File: src/rtl/sha256_pkg.sv
// rtl/sha256_pkg.sv - shared SHA-256 constants, FSM state type and sigma functions
//
// Contents:
//   WORD_W  - word width in bits (32)
//   WIN_LEN - depth of the message-schedule sliding window (16)
//   NUM_W   - number of schedule words per block (64)
//   word_t  - one 32-bit SHA-256 word
//   state_t - message-schedule phase {LOAD, EXPAND}
//   sigma0  - ROTR7 ^ ROTR18 ^ SHR3
//   sigma1  - ROTR17 ^ ROTR19 ^ SHR10

package sha256_pkg;

    localparam int WORD_W  = 32;
    localparam int WIN_LEN = 16;
    localparam int NUM_W   = 64;

    typedef logic [WORD_W-1:0] word_t;

    typedef enum logic {
        LOAD   = 1'b0,
        EXPAND = 1'b1
    } state_t;

    // Rotations are written as fixed bit-field swaps so they cost only wiring.
    function automatic word_t sigma0(input word_t x);
        return {x[6:0],  x[31:7]}  ^
               {x[17:0], x[31:18]} ^
               {3'b000,  x[31:3]};
    endfunction

    function automatic word_t sigma1(input word_t x);
        return {x[16:0],   x[31:17]} ^
               {x[18:0],   x[31:19]} ^
               {10'b0,     x[31:10]};
    endfunction

endpackage

File: src/rtl/sha256_w_sum.sv
// rtl/sha256_w_sum.sv - combinational four-operand modulo-2^32 adder
//
// Ports:
//   i_a, i_b, i_c, i_d - 32-bit addends
//   o_sum              - (i_a + i_b + i_c + i_d) mod 2^32, carry-out discarded

module sha256_w_sum
    import sha256_pkg::*;
(
    input  logic [WORD_W-1:0] i_a,
    input  logic [WORD_W-1:0] i_b,
    input  logic [WORD_W-1:0] i_c,
    input  logic [WORD_W-1:0] i_d,
    output logic [WORD_W-1:0] o_sum
);

    // Sum is evaluated at word width, so overflow simply wraps.
    assign o_sum = i_a + i_b + i_c + i_d;

endmodule

File: src/rtl/sha256_msg_schedule.sv
// rtl/sha256_msg_schedule.sv - SHA-256 message schedule: 16 words in, W[0..63] out
//
// Ports:
//   clk      - clock, rising edge
//   rst      - synchronous active-high reset
//   in_valid - in_word is valid
//   in_ready - an input word is accepted this cycle (high only while loading)
//   in_word  - message word, W[0] first
//   w_valid  - w_word holds W[w_idx]
//   w_ready  - downstream consumes w_word this cycle
//   w_word   - schedule word W[t]
//   w_idx    - t, 0..63
//   w_last   - high with w_valid when t = 63
//
// All outputs are decoded from registered state only; neither in_valid nor
// w_ready reaches an output combinationally.

module sha256_msg_schedule
    import sha256_pkg::*;
(
    input  logic              clk,
    input  logic              rst,
    input  logic              in_valid,
    output logic              in_ready,
    input  logic [WORD_W-1:0] in_word,
    output logic              w_valid,
    input  logic              w_ready,
    output logic [WORD_W-1:0] w_word,
    output logic [5:0]        w_idx,
    output logic              w_last
);

    localparam logic [5:0] LAST_LOAD = 6'(WIN_LEN - 1);
    localparam logic [5:0] LAST_IDX  = 6'(NUM_W - 1);

    state_t      r_state;
    state_t      w_next_state;
    logic [5:0]  r_cnt;
    word_t       r_win [WIN_LEN];

    logic        w_in_fire;
    logic        w_out_fire;
    logic        w_cnt_end;
    word_t       w_s1;
    word_t       w_s0;
    word_t       w_sum;

    assign w_in_fire  = (r_state == LOAD)   && in_valid;
    assign w_out_fire = (r_state == EXPAND) && w_ready;

    // cnt counts loaded words in LOAD and is the schedule index t in EXPAND.
    assign w_cnt_end  = (r_state == LOAD) ? (r_cnt == LAST_LOAD) : (r_cnt == LAST_IDX);

    // Expansion term for t >= 16 with window[i] = W[t-16+i].
    assign w_s1 = sigma1(r_win[14]);
    assign w_s0 = sigma0(r_win[1]);

    sha256_w_sum u_w_sum (
        .i_a   (w_s1),
        .i_b   (r_win[9]),
        .i_c   (w_s0),
        .i_d   (r_win[0]),
        .o_sum (w_sum)
    );

    // State register.
    always_ff @(posedge clk) begin
        if (rst) begin
            r_state <= LOAD;
        end else begin
            r_state <= w_next_state;
        end
    end

    // Next-state logic.
    always_comb begin
        w_next_state = r_state;
        case (r_state)
            LOAD:    if (w_in_fire  && w_cnt_end) w_next_state = EXPAND;
            EXPAND:  if (w_out_fire && w_cnt_end) w_next_state = LOAD;
            default: w_next_state = LOAD;
        endcase
    end

    // Output decode.
    always_comb begin
        in_ready = 1'b0;
        w_valid  = 1'b0;
        w_idx    = 6'd0;
        w_last   = 1'b0;
        w_word   = '0;
        case (r_state)
            LOAD: begin
                in_ready = 1'b1;
            end
            EXPAND: begin
                w_valid = 1'b1;
                w_idx   = r_cnt;
                w_last  = (r_cnt == LAST_IDX);
                // The first 16 words are replayed from the window as it rotates.
                w_word  = (r_cnt[5:4] == 2'b00) ? r_win[0] : w_sum;
            end
            default: begin
                in_ready = 1'b0;
            end
        endcase
    end

    // Shared counter for both phases; it wraps to 0 at each phase boundary.
    always_ff @(posedge clk) begin
        if (rst) begin
            r_cnt <= 6'd0;
        end else if (w_in_fire || w_out_fire) begin
            r_cnt <= w_cnt_end ? 6'd0 : r_cnt + 6'd1;
        end
    end

    // Sliding window. Every accepted transfer shifts toward slot 0; the new
    // slot-15 value is the input word while loading and the emitted word while
    // expanding (window[0] for t<16 gives the rotation, the sum for t>=16).
    always_ff @(posedge clk) begin
        if (rst) begin
            for (int i = 0; i < WIN_LEN; i++) begin
                r_win[i] <= '0;
            end
        end else if (w_in_fire || w_out_fire) begin
            for (int i = 0; i < WIN_LEN - 1; i++) begin
                r_win[i] <= r_win[i+1];
            end
            r_win[WIN_LEN-1] <= w_in_fire ? in_word : w_word;
        end
    end

endmodule

File: config.mk
export PLATFORM = sky130hd
export DESIGN_NAME = sha256_msg_schedule
export DESIGN_NICKNAME = d
export VERILOG_FILES = /design/src/rtl/sha256_pkg.sv /design/src/rtl/sha256_w_sum.sv /design/src/rtl/sha256_msg_schedule.sv
export SDC_FILE = /design/constraint.sdc
export NUM_CORES = 1
export LEC_CHECK = 0
export ABC_AREA = 1
export BUFFER_PORTS_ARGS = -buffer_cell sky130_fd_sc_hd__buf_2
export CORE_MARGIN = 5
export CORE_UTILIZATION = 52
export DETAILED_ROUTE_END_ITERATION = 8
export GPL_ROUTABILITY_DRIVEN = 0
export PLACE_DENSITY_LB_ADDON = 0.25
export SLEW_MARGIN = 20
export SYNTH_ARGS = -nofsm -noshare
export SYNTH_HDL_FRONTEND = slang
export SYNTH_SLANG_ARGS = --single-unit
File: constraint.sdc
create_clock -name clk -period 13.4 [get_ports clk]
set_input_delay 1.34 -clock clk [delete_from_list [all_inputs] [get_ports clk]]
set_output_delay 1.34 -clock clk [all_outputs]
set_load 0.05 [all_outputs]
==> results of run 1 <==
## kinds of logic after synthesis
group	Yosys count	share of synthesized area, %
and+or+nand+nor	881	13.7
buffers and inverters	810	12.1
DFF	519	60.7
xor gates and xnor gates	135	4.63
AOI/OAI and AO/OA	106	2.37
adders and majority gates	94	6.43
## layout by cell type, fill, tap and decap left out, types with 2 or more instances in the layout
cell type	synthesis	layout
a21oi_1	73	73
a21oi_2	7	7
buf_2	40	75
buf_4	1	7
bufinv_16	0	3
clkbuf_1	32	10
clkbuf_16	0	53
clkbuf_8	0	2
clkinv_1	0	10
clkinv_2	0	11
clkinv_4	0	3
clkinvlp_4	0	4
dfxtp_1	7	7
edfxtp_1	512	512
fa_1	62	62
ha_1	32	32
inv_1	729	729
inv_2	7	6
nand2_1	272	271
nand2_2	16	16
nand3_1	40	40
nand3_2	7	7
nand4_1	2	2
nor2_1	528	528
nor2_2	6	6
nor2_4	3	3
nor3_1	4	4
nor3_2	2	2
o211ai_1	2	2
o21ai_0	12	12
o21ai_1	2	2
o21bai_1	3	3
xnor2_1	65	65
xor2_1	70	70
## worst paths after layout
path / from / slack, ps / end / depth (start not counted)
worst min register to register: r_win[11][31]$_SDFFCE_PP0P_ / 520 / r_win[10][31]$_SDFFCE_PP0P_ / 2
worst max register to register: r_win[1][8]$_SDFFCE_PN0P_ / 9210 / r_win[15][29]$_SDFFCE_PP0P_ / 19
worst max-delay path: r_win[1][8]$_SDFFCE_PN0P_ / 7430 / w_word[29] / 20
worst min-delay path: r_win[11][31]$_SDFFCE_PP0P_ / 520 / r_win[10][31]$_SDFFCE_PP0P_ / 2
## layer usage
| metal | up-vias | track usage [%] | part of all wire [%] |
|---|---|---|---|
| met5 | - | 0 | 0 |
| met4 | 0 | 6.52 | 3.4 |
| met3 | 107 | 4.14 | 7.8 |
| met2 | 532 | 30.7 | 45 |
| met1 | 7326 | 29.1 | 44 |
| li1 | 7753 | - | - |
## cell type report
class	instances	area [um^2]	share of cell area (%)
multi-input combinational	1216	6950	24.7
clock buffer	65	1390	4.94
clock inverter	31	239	0.848
sequential	519	15500	55.1
timing repair buffer	85	487	1.73
tap	664	831	2.95
inverter	736	2770	9.83
## worst min-delay path, cell delays in order (launching register included)
cell	delay (ps)
edfxtp_1	310
inv_1	30
nor2_1	70
## per-stage QoR
stage / area, um^2 / hold WS, ps / instances / total power, mW
CTS: 28200 / 531 / 3315 / 4.48
floorplan: 25500 / 483 / 2545 / 2.82
global placement: 26500 / 503 / 3219 / 3.06
finish: 28200 / 524 / 3316 / 4.48
detailed placement: 26500 / 516 / 3219 / 3.09
global route: 28200 / 547 / 3316 / 4.73
## state kept, by name, indices dropped and copies added, names as in the netlist
signal and flops:
r_state 1, r_win 512, r_cnt 6
## report_power, final
group	internal, mW	switching (mW)	total (mW)	leakage (nW)
registers	1.90	0.0573	1.95	5.73
logic	0.384	0.749	1.13	6.02
clock network	0.794	0.596	1.39	0.793
==> reports/qor.yml, run 1 <==
status: "finished, final reports clean"
synth_area_leaders: "edfxtp_1 60%, inv_1 11%, nor2_1 7.8%"
cp_slowest_stage_delay_ps: 500
max_freq_mhz: 168
p_per_area_nw_per_um2: 159
synthCells: 2545
crit_chain: "xnor2_1, xor2_1, fa_1, fa_1, inv_1, ha_1, inv_1, fa_1, inv_1, nand3_1, nand3_1, nand3_1, nand3_2, nand2_1, nand2_1, nand2_1, nand3_1, nand2_1, inv_1, buf_2"
crit_type: "reg -> out"
cp_slowest_cell: "fa_1"
synth.cell_area_um2: 25500
viasPerCell: 4.74
finClkSkew_ps: 28.6
fin_ws_ps: 7430
rsz0062_at_grt: "false"
cp-start-kind: "flip-flop"
synth-seq-cells: 519
yosys.area.top_type: "edfxtp_1"
drt-total-wl_mm: 53.0
drt_iter0_markers: 1781
clkTransAtPathRegs_ps: 60
cts.sinks: 519
rows: 81
slew_headroom_pct: 29.1
diodes: 0
post-synth-top-count-cell: "inv_1"
synth_commonest_cells: "729 x inv_1, 528 x nor2_1, 512 x edfxtp_1"
gr-usage-all-layers_pct: 20.0
end_kind: "output port"
cts_buffers: 52
post_route_cells_drive_above_1_share_pct: 7.99
synth-async-reset-ratio_pct: 0
first_pass_iters: 6
post-place-ws_ps: 8120
crit_family: "adder cells"
yosysWarnings: 0
fin_crit_sh_pct: 44.5
ys_seq_area_share_pct: 60.7
clk_latency_ps: 590
die-area_um2: 53700
coreArea_um2: 48700
maxCapViolations: 0
hold_path.class: "reg -> reg"
period_minus_slack_ps: 5970
drtAntennaViolNets: 0
area_delta_synth_final_pct: 10.3
fillers: 4076
worst_pin_slew_ps: 1060
grt_overflow: 0
h-tree-depth: 2
fin_setup_tns_ps: 0
ios: 77
syn_avg_cell_area_um2: 10.0
cts_hold_buf: 0
maxSlewViolCount: 0
final_util_pct: 57.8
dp_hpwl_mm: 37.1
ctsResizeCount: 0
post_drt_wl_per_cell_um: 16.0
netlist-cell-type-count: 36
synth_edf_count: 512
cp_data_required_time_ps: 12060
ir_drop_uv: 106
initial_utilization_pct: 52.4
grt_pass1_wl_mm: 83.6
p_leak_nw: 12.5
syn_nets: 2675
worstPathArrival_ps: 4630
cts-root-buf: "clkbuf_16"
cp_max_fo: 4
die-width_um: 232
cts_buffer_depth: 3
ys.flop_type: "edfxtp_1"
drc: 0
grt_max_degree: 168
antenna_found_initial: 0
synth_top_area_share_pct: 60.2
critPathBufInv: 5
vias: 15700
cts_tree: "yes"
die_h_um: 232
first_global_vias: 15200
io_buffers: 76
hold_viol_final: 0
nets: 2740
setup-violations-final: 0
post_cts_buffers: 0
Note: power is estimated with default switching activity, not from simulation.
==> run 2, diff against run 1 <==
--- a/config.mk
+++ b/config.mk
@@ -5,7 +5,7 @@
 export SDC_FILE = /design/constraint.sdc
 export NUM_CORES = 1
 export LEC_CHECK = 0
-export ABC_AREA = 1
+export ABC_AREA = 0
 export BUFFER_PORTS_ARGS = -buffer_cell sky130_fd_sc_hd__buf_2
 export CORE_MARGIN = 5
 export CORE_UTILIZATION = 52
==> constraint.sdc (replaced) <==
create_clock -name clk -period 5 [get_ports clk]
set_input_delay 0.5 -clock clk [delete_from_list [all_inputs] [get_ports clk]]
set_output_delay 0.5 -clock clk [all_outputs]
set_load 0.05 [all_outputs]
==> run 2 against run 1 <==
  * Sequential cell count is the same
  * The run now ends with setup timing left
  * Count of clock-buffer cells in the layout grew 4
  * Synthesized area shrank 4.0%
  * Total power grew to 2.9 times the previous value
  * Die area shrank 3.9%
  * Utilization grew 3.8 points
  * Non-clock buffer count grew 87
  * First-iteration DRC count shrank 9.2%
  * Critical endpoint is now w_word[19]
  * Largest cell class unchanged
  * Critical path depth shrank 5
  * Global-route usage grew 2.2 points
  * Register-to-register slack lost 9200 ps
==> reports/qor.yml, run 2 <==
status: "complete, but fails checks"  # was finished, final reports clean
violations: "setup timing"
total_power_mw: 12.9  # was 4.48 mW
ys_seq_area_share_pct: 63.3  # was 60.7%
worstReg2RegEnd: "r_win[15][25]$_SDFFCE_PP0P_"  # was r_win[15][29]$_SDFFCE_PP0P_
cts_tree: "yes"  # unchanged
r2r_slack_ps: 60  # was 9210 ps
fin_cells: 2611  # was 3316
drt-total-wl_mm: 57.4  # was 53.0 mm
fillers: 3476  # was 4076
ys.flop_type: "edfxtp_1"  # unchanged
worst_pin_slew_ps: 1090  # was 1060 ps
grt_pass1_wl_mm: 87.4  # was 83.6 mm
grt_overflow: 0  # unchanged
crit_type: "reg -> out"  # unchanged
post_route_cells_drive_above_1_share_pct: 19.8  # was 7.99%
first_global_vias: 14700  # was 15200
cp-start-kind: "flip-flop"  # unchanged
synth_area_leaders: "edfxtp_1 63%, and3_1 7.6%, fa_1 5.1%"  # was edfxtp_1 60%, inv_1 11%, nor2_1 7.8%
end_kind: "output port"  # unchanged
hold_viol_final: 0  # unchanged
synth_edf_count: 512  # unchanged
first_pass_iters: 6  # unchanged
fin_ws_ps: -308  # was 7430 ps
cp_max_fo: 4  # unchanged
clk_latency_ps: 580  # was 590 ps
max_flop_register: "r_win"  # unchanged
synth-seq-cells: 519  # unchanged
hold_path.class: "in -> reg"  # was reg -> reg
place_inst: 2452  # was 3219
largest_register_ff_count: 512  # unchanged
max_freq_mhz: 188
synth_commonest_cells: "512 x edfxtp_1, 297 x and3_1, 164 x nor2b_1"  # was 729 x inv_1, 528 x nor2_1, 512 x edfxtp_1
post_drt_wl_per_cell_um: 22.0  # was 16.0 um
vias: 15100  # was 15700
antenna_found_initial: 3  # was 0
synthCells: 1852  # was 2545
initial_utilization_pct: 52.6  # was 52.4%
setup-violations-final: 16  # was 0
die-area_um2: 51600  # was 53700 um^2
cp_data_required_time_ps: 4500  # was 12060 ps
gr-usage-all-layers_pct: 22.2  # was 20.0%
rr_startpoint: "r_win[1][21]$_SDFFCE_PN0P_"  # was r_win[1][8]$_SDFFCE_PN0P_
final_common_cell: "edfxtp_1"  # was inv_1
clkTransAtPathRegs_ps: 60  # about the same
top_regs: "r_win x512, r_cnt x6, r_state x1"  # unchanged
area_delta_synth_final_pct: 17.1  # was 10.3%
rows: 79  # was 81
die_h_um: 227  # was 232 um
synth.cell_area_um2: 24500  # was 25500 um^2
rsz0062_at_grt: "true"  # was false
fin_crit_sh_pct: 106
fin_setup_tns_ps: -2830  # was 0 ps
drt_iter0_markers: 1618  # was 1781
final_util_pct: 61.6  # was 57.8%
placed_area_um2: 25600  # was 26500 um^2
ir_drop_uv: 304  # was 106 uV
syn_avg_cell_area_um2: 13.2  # was 10.0 um^2
drtAntennaViolNets: 0  # unchanged
cts.sinks: 519  # unchanged
maxSlewViolCount: 0  # unchanged
layout_common_cells: "512 x edfxtp_1, 293 x and3_1, 162 x nor2b_1"  # was 729 x inv_1, 528 x nor2_1, 512 x edfxtp_1
cts_buffer_depth: 3  # unchanged
coreArea_um2: 46600  # was 48700 um^2
dp_hpwl_mm: 36.7  # was 37.1 mm
post-synth-top-count-cell: "edfxtp_1"  # was inv_1
io_buffers: 76  # unchanged
netlist-cell-type-count: 69  # was 36
viasPerCell: 5.78  # was 4.74
synth-async-reset-ratio_pct: 0  # unchanged
crit_path_start: "r_win[1][21]$_SDFFCE_PN0P_"  # was r_win[1][8]$_SDFFCE_PN0P_
stdcell_area_um2: 28700  # was 28200 um^2
period_minus_slack_ps: 5310
cts_buffers: 51  # was 52
h-tree-depth: 2  # unchanged
grt_max_degree: 293  # was 168
slew_headroom_pct: 27.0  # was 29.1%
diodes: 0  # unchanged
nets: 2093  # was 2740
cts-root-buf: "clkbuf_16"  # unchanged
synth_top_area_share_pct: 62.7  # was 60.2%
endpoint: "w_word[19]"  # was w_word[29]
ios: 77  # unchanged
finClkSkew_ps: 11.5  # was 28.6 ps
maxCapViolations: 0  # unchanged
worstHoldPathCells: 2  # unchanged
p_leak_nw: 12.2  # was 12.5 nW
cts_hold_buf: 0  # unchanged
yosysWarnings: 0  # unchanged
syn_nets: 1982  # was 2675
worstPathArrival_ps: 4810  # was 4630 ps
yosys.area.top_type: "edfxtp_1"  # unchanged
die-width_um: 227  # was 232 um
ff2ff_path_depth: 21  # was 19
p_per_area_nw_per_um2: 448  # was 159 nW/um^2
drc: 0  # unchanged
-- run 2: cell count changes after synthesis, sizes merged, moves of 18 or more --
cell,change
nor3,+37
nand2,-238
and3,+297
buf,-37
nand3,-32
nor2,-478
nor2b,+166
clkbuf,+77
a21oi,-18
inv,-604
-- run 2: cell type report --
type                    count  area (um^2)  share of cell area [%]
flip-flops and latches    519        15500                    54.1
multi-input cells        1086         8930                    31.1
clock buffers              69         1410                    4.90
repair buffers            172         1380                    4.82
well taps                 607          759                    2.65
inverters                 133          504                    1.76
clock inverters            25          188                   0.654
-- run 2: how the worst min path moves through the flow --
| stage | start | endpoint | slack [ps] |
|---|---|---|---|
| floorplan | r_cnt[1]$_SDFFE_PP0P_ | r_cnt[1]$_SDFFE_PP0P_ | 500 |
| global placement | r_win[11][18]$_SDFFCE_PP0P_ | r_win[10][18]$_SDFFCE_PP0P_ | 510 |
| detailed placement | r_win[11][7]$_SDFFCE_PP0P_ | r_win[10][7]$_SDFFCE_PP0P_ | 520 |
| CTS | w_ready | r_state$_SDFF_PP0_ | 170 |
| global route | w_ready | r_state$_SDFF_PP0_ | 200 |
| finish | w_ready | r_state$_SDFF_PP0_ | 210 |
-- run 2: layer usage --
metal  routed length [um]  share of wire, %  vias to the layer above  GRT usage, %
met5                    0                 0                        -             0
met4                 2330               4.1                        0          7.60
met3                 5260               9.2                      134          5.40
met2                25600                45                      686          33.2
met1                24200                42                     7491          32.5
li1                     -                 -                     6788             -
-- run 2: logic make-up after synthesis --
logic type               share of synthesized area, %
AO/OA/AOI/OAI                                    4.99
flip-flops                                       63.3
AND/OR/NAND/NOR                                  15.8
multiplexers                                    0.388
adder cells (fa/ha/maj)                          6.70
buffers and inverters                            3.80
XOR/XNOR                                         5.00
-- run 2: report_power, final --
group          leakage [nW]  switching, mW  internal [mW]  total [mW]
clock network         0.777           1.60           2.08        3.68
logic                  5.68           2.19           1.76        3.95
registers              5.72          0.146           5.09        5.24
total                  12.2           3.94           8.93        12.9
-- run 2: what timing repair did --
item / in CTS / in global routing
endpoints found under the setup margin: 25 / 27
gates resized for setup: 131 / 76
pin swaps: 84 / 44
buffers inserted: 47 / 16
-- run 2: stage by stage --
| stage | worst slack, ps | hold WS, ps |
|---|---|---|
| final | -308 | 215 |
| after global routing | -395 | 196 |
| after CTS | -170 | 173 |
| after detailed placement | 154 | 518 |
| after global placement | 171 | 512 |
| after floorplan | 24.2 | 500 |
-- run 2: critical path, cell delays in order (launching register included) --
cell and delay (ps):
edfxtp_1 510, xor2_1 220, xnor2_1 200, fa_1 490, fa_1 550, inv_2 50
ha_4 250, nor2b_4 140, o31ai_4 350, a21oi_2 120, a211o_1 390, buf_4 170
nand3_1 70, a21oi_1 80, a211oi_2 400, buf_6 230
==> run 3, diff against run 2 <==
--- a/config.mk
+++ b/config.mk
@@ -5,7 +5,7 @@
 export SDC_FILE = /design/constraint.sdc
 export NUM_CORES = 1
 export LEC_CHECK = 0
-export ABC_AREA = 0
+export ABC_AREA = 1
 export BUFFER_PORTS_ARGS = -buffer_cell sky130_fd_sc_hd__buf_2
 export CORE_MARGIN = 5
 export CORE_UTILIZATION = 52
==> run 3 against run 2 <==
  * The run now ends clean
  * Global-route usage fell by 2.3 points
  * Combinational power down 18%
  * Register-to-register slack better by 970 ps
  * Count of clock-buffer cells in the layout is 14 lower
  * Clock skew about the same
  * Setup slack improved by 410 ps
  * Worst hold slack improved by 60 ps
  * Critical path type unchanged
  * Largest power group unchanged
==> reports/qor.yml, run 3 (same netlist as run 1, synthesis figures left out) <==
status: "finished, final reports clean"  # was complete, but fails checks
grt_overflow: 0  # unchanged
ff2ff_path_depth: 16  # was 21
hp-start: "in_word[25]"  # was w_ready
coreArea_um2: 48700  # was 46600 um^2
hold_viol_final: 0  # unchanged
cts.sinks: 519  # unchanged
cts_tree: "yes"  # unchanged
total_power_mw: 12.2  # was 12.9 mW
post_route_cells_drive_above_1_share_pct: 11.0  # was 19.8%
first_global_vias: 15200  # was 14700
min_to: "r_win[15][25]$_SDFFCE_PP0P_"  # was r_state$_SDFF_PP0_
cts-root-buf: "clkbuf_16"  # unchanged
layout_common_cells: "729 x inv_1, 522 x nor2_1, 512 x edfxtp_1"  # was 512 x edfxtp_1, 293 x and3_1, 162 x nor2b_1
grt_max_degree: 137  # was 293
viasPerCell: 4.77  # was 5.78
cts_buffers: 50  # was 51
top_regs: "r_win x512, r_cnt x6, r_state x1"  # unchanged
initial_utilization_pct: 52.4  # was 52.6%
max_flop_register: "r_win"  # unchanged
fin_cells: 3343  # was 2611
nets: 2771  # was 2093
cp_max_fo: 5  # was 4
vias: 16000  # was 15100
setup-violations-final: 0  # was 16
cts_buffer_depth: 3  # unchanged
antenna_found_initial: 0  # was 3
ios: 77  # unchanged
h-tree-depth: 2  # unchanged
rows: 81  # was 79
crit_type: "reg -> out"  # unchanged
drtAntennaViolNets: 0  # unchanged
worst_pin_slew_ps: 987  # was 1090 ps
place_inst: 3227  # was 2452
ir_drop_uv: 273  # was 304 uV
die_h_um: 232  # was 227 um
final_util_pct: 59.0  # was 61.6%
cp_data_required_time_ps: 4500  # about the same
drt-total-wl_mm: 54.2  # was 57.4 mm
gr-usage-all-layers_pct: 19.9  # was 22.2%
cts_hold_buf: 0  # unchanged
maxCapViolations: 0  # unchanged
die-width_um: 232  # was 227 um
rsz0062_at_grt: "true"  # unchanged
worstPathArrival_ps: 4390  # was 4810 ps
post_drt_wl_per_cell_um: 16.2  # was 22.0 um
slew_headroom_pct: 34.1  # was 27.0%
worstHoldPathCells: 3  # was 2
final_common_cell: "inv_1"  # was edfxtp_1
fin_ws_ps: 107  # was -308 ps
end_kind: "output port"  # unchanged
max_freq_mhz: 204  # was 188 MHz
p_leak_nw: 12.7  # was 12.2 nW
period_minus_slack_ps: 4890  # was 5310 ps
drc: 0  # unchanged
die-area_um2: 53700  # was 51600 um^2
clk_latency_ps: 590  # was 580 ps
drt_iter0_markers: 1590  # was 1618
placed_area_um2: 26600  # was 25600 um^2
diodes: 0  # unchanged
largest_register_ff_count: 512  # unchanged
cp-start-kind: "flip-flop"  # unchanged
maxSlewViolCount: 0  # unchanged
rr_startpoint: "r_win[1][12]$_SDFFCE_PN0P_"  # was r_win[1][21]$_SDFFCE_PN0P_
io_buffers: 76  # unchanged
worstReg2RegEnd: "r_win[15][29]$_SDFFCE_PP0P_"  # was r_win[15][25]$_SDFFCE_PP0P_
dp_hpwl_mm: 37.7  # was 36.7 mm
first_pass_iters: 5  # was 6
grt_pass1_wl_mm: 83.0  # was 87.4 mm
hold_path.class: "in -> reg"  # unchanged
stdcell_area_um2: 28800  # was 28700 um^2
area_delta_synth_final_pct: 12.6  # was 17.1%
p_per_area_nw_per_um2: 423  # was 448 nW/um^2
fin_crit_sh_pct: 97.9  # was 106%
clkTransAtPathRegs_ps: 70  # was 60 ps
r2r_slack_ps: 1030  # was 60 ps
post-place-ws_ps: 573  # was 154 ps
finClkSkew_ps: 11.8  # was 11.5 ps
-- run 3: cell types whose count changed in the layout (fill, tap and decap cells not counted), sizes merged, moves of 12 or more --
cell	change
inv	+603
clkbuf	-12
a21o	-12
nor2	+478
nand2	+238
xnor2	-12
buf	-56
nor2b	-166
and2	-17
and3	-297
nand3	+32
o21a	-13
nor3	-37
a21oi	+18
-- run 3: final cells by class --
cell class | count | area (um^2)
Fill cell | 3948 | 20000
Sequential cell | 519 | 15500
Multi-Input combinational cell | 1216 | 7220
Inverter | 736 | 2770
Clock buffer | 55 | 1290
Timing Repair Buffer | 118 | 832
Tap cell | 664 | 831
Clock inverter | 35 | 304
-- run 3: power breakdown --
| group | internal [mW] | switching [mW] | total [mW] |
|---|---|---|---|
| clock network | 2.12 | 1.59 | 3.71 |
| logic | 1.13 | 2.10 | 3.24 |
| registers | 5.08 | 0.154 | 5.23 |
-- run 3: worst max-delay path by stage --
stage                                from                        end  slack [ps]  depth (start not counted)
3_3_place_gp   r_win[1][17]$_SDFFCE_PN0P_                 w_word[30]         620                         18
5_1_grt        r_win[1][26]$_SDFFCE_PN0P_                 w_word[24]         -70                         18
4_1_cts        r_win[1][15]$_SDFFCE_PN0P_                 w_word[22]           4                         18
2_1_floorplan          r_state$_SDFF_PP0_  r_win[0][0]$_SDFFCE_PN0P_          40                          4
6_report       r_win[1][12]$_SDFFCE_PN0P_                 w_word[31]         110                         17
3_5_place_dp    r_win[1][8]$_SDFFCE_PN0P_                 w_word[25]         570                         20
-- run 3: per-layer routing --
layer | routed length (um) | vias to the layer above | track usage [%]
li1 | - | 7809 | -
met1 | 23300 | 7438 | 28.4
met2 | 25000 | 599 | 31.6
met3 | 4380 | 106 | 4.04
met4 | 1580 | 0 | 5.26
met5 | 0 | - | 0
-- run 3: worst max-delay path: stages (launching register included) --
cell and delay, ps:
edfxtp_1 520, xnor2_1 370, xor2_1 290, fa_1 470
inv_1 80, fa_1 420, ha_1 380, a21oi_1 290
nand2_1 120, nand2_1 70, nand2_1 50, a21oi_1 160
nand2_1 70, nand2_1 70, nand3_2 60, nand2_2 130
inv_1 50, buf_4 180
-- run 3: stage by stage --
step	TNS [ps]	hold slack, ps
4_1_cts	0	245
3_5_place_dp	0	516
3_3_place_gp	0	506
5_1_grt	-288	271
6_report	0	275
2_1_floorplan	0	483
-- run 3: what timing repair did --
action                                  in CTS  in global routing
buffers inserted                             5                 21
gates cloned                                 0                  0
endpoints found under the setup margin      13                 28
pin swaps                                    0                 17
gates resized for setup                      7                 77
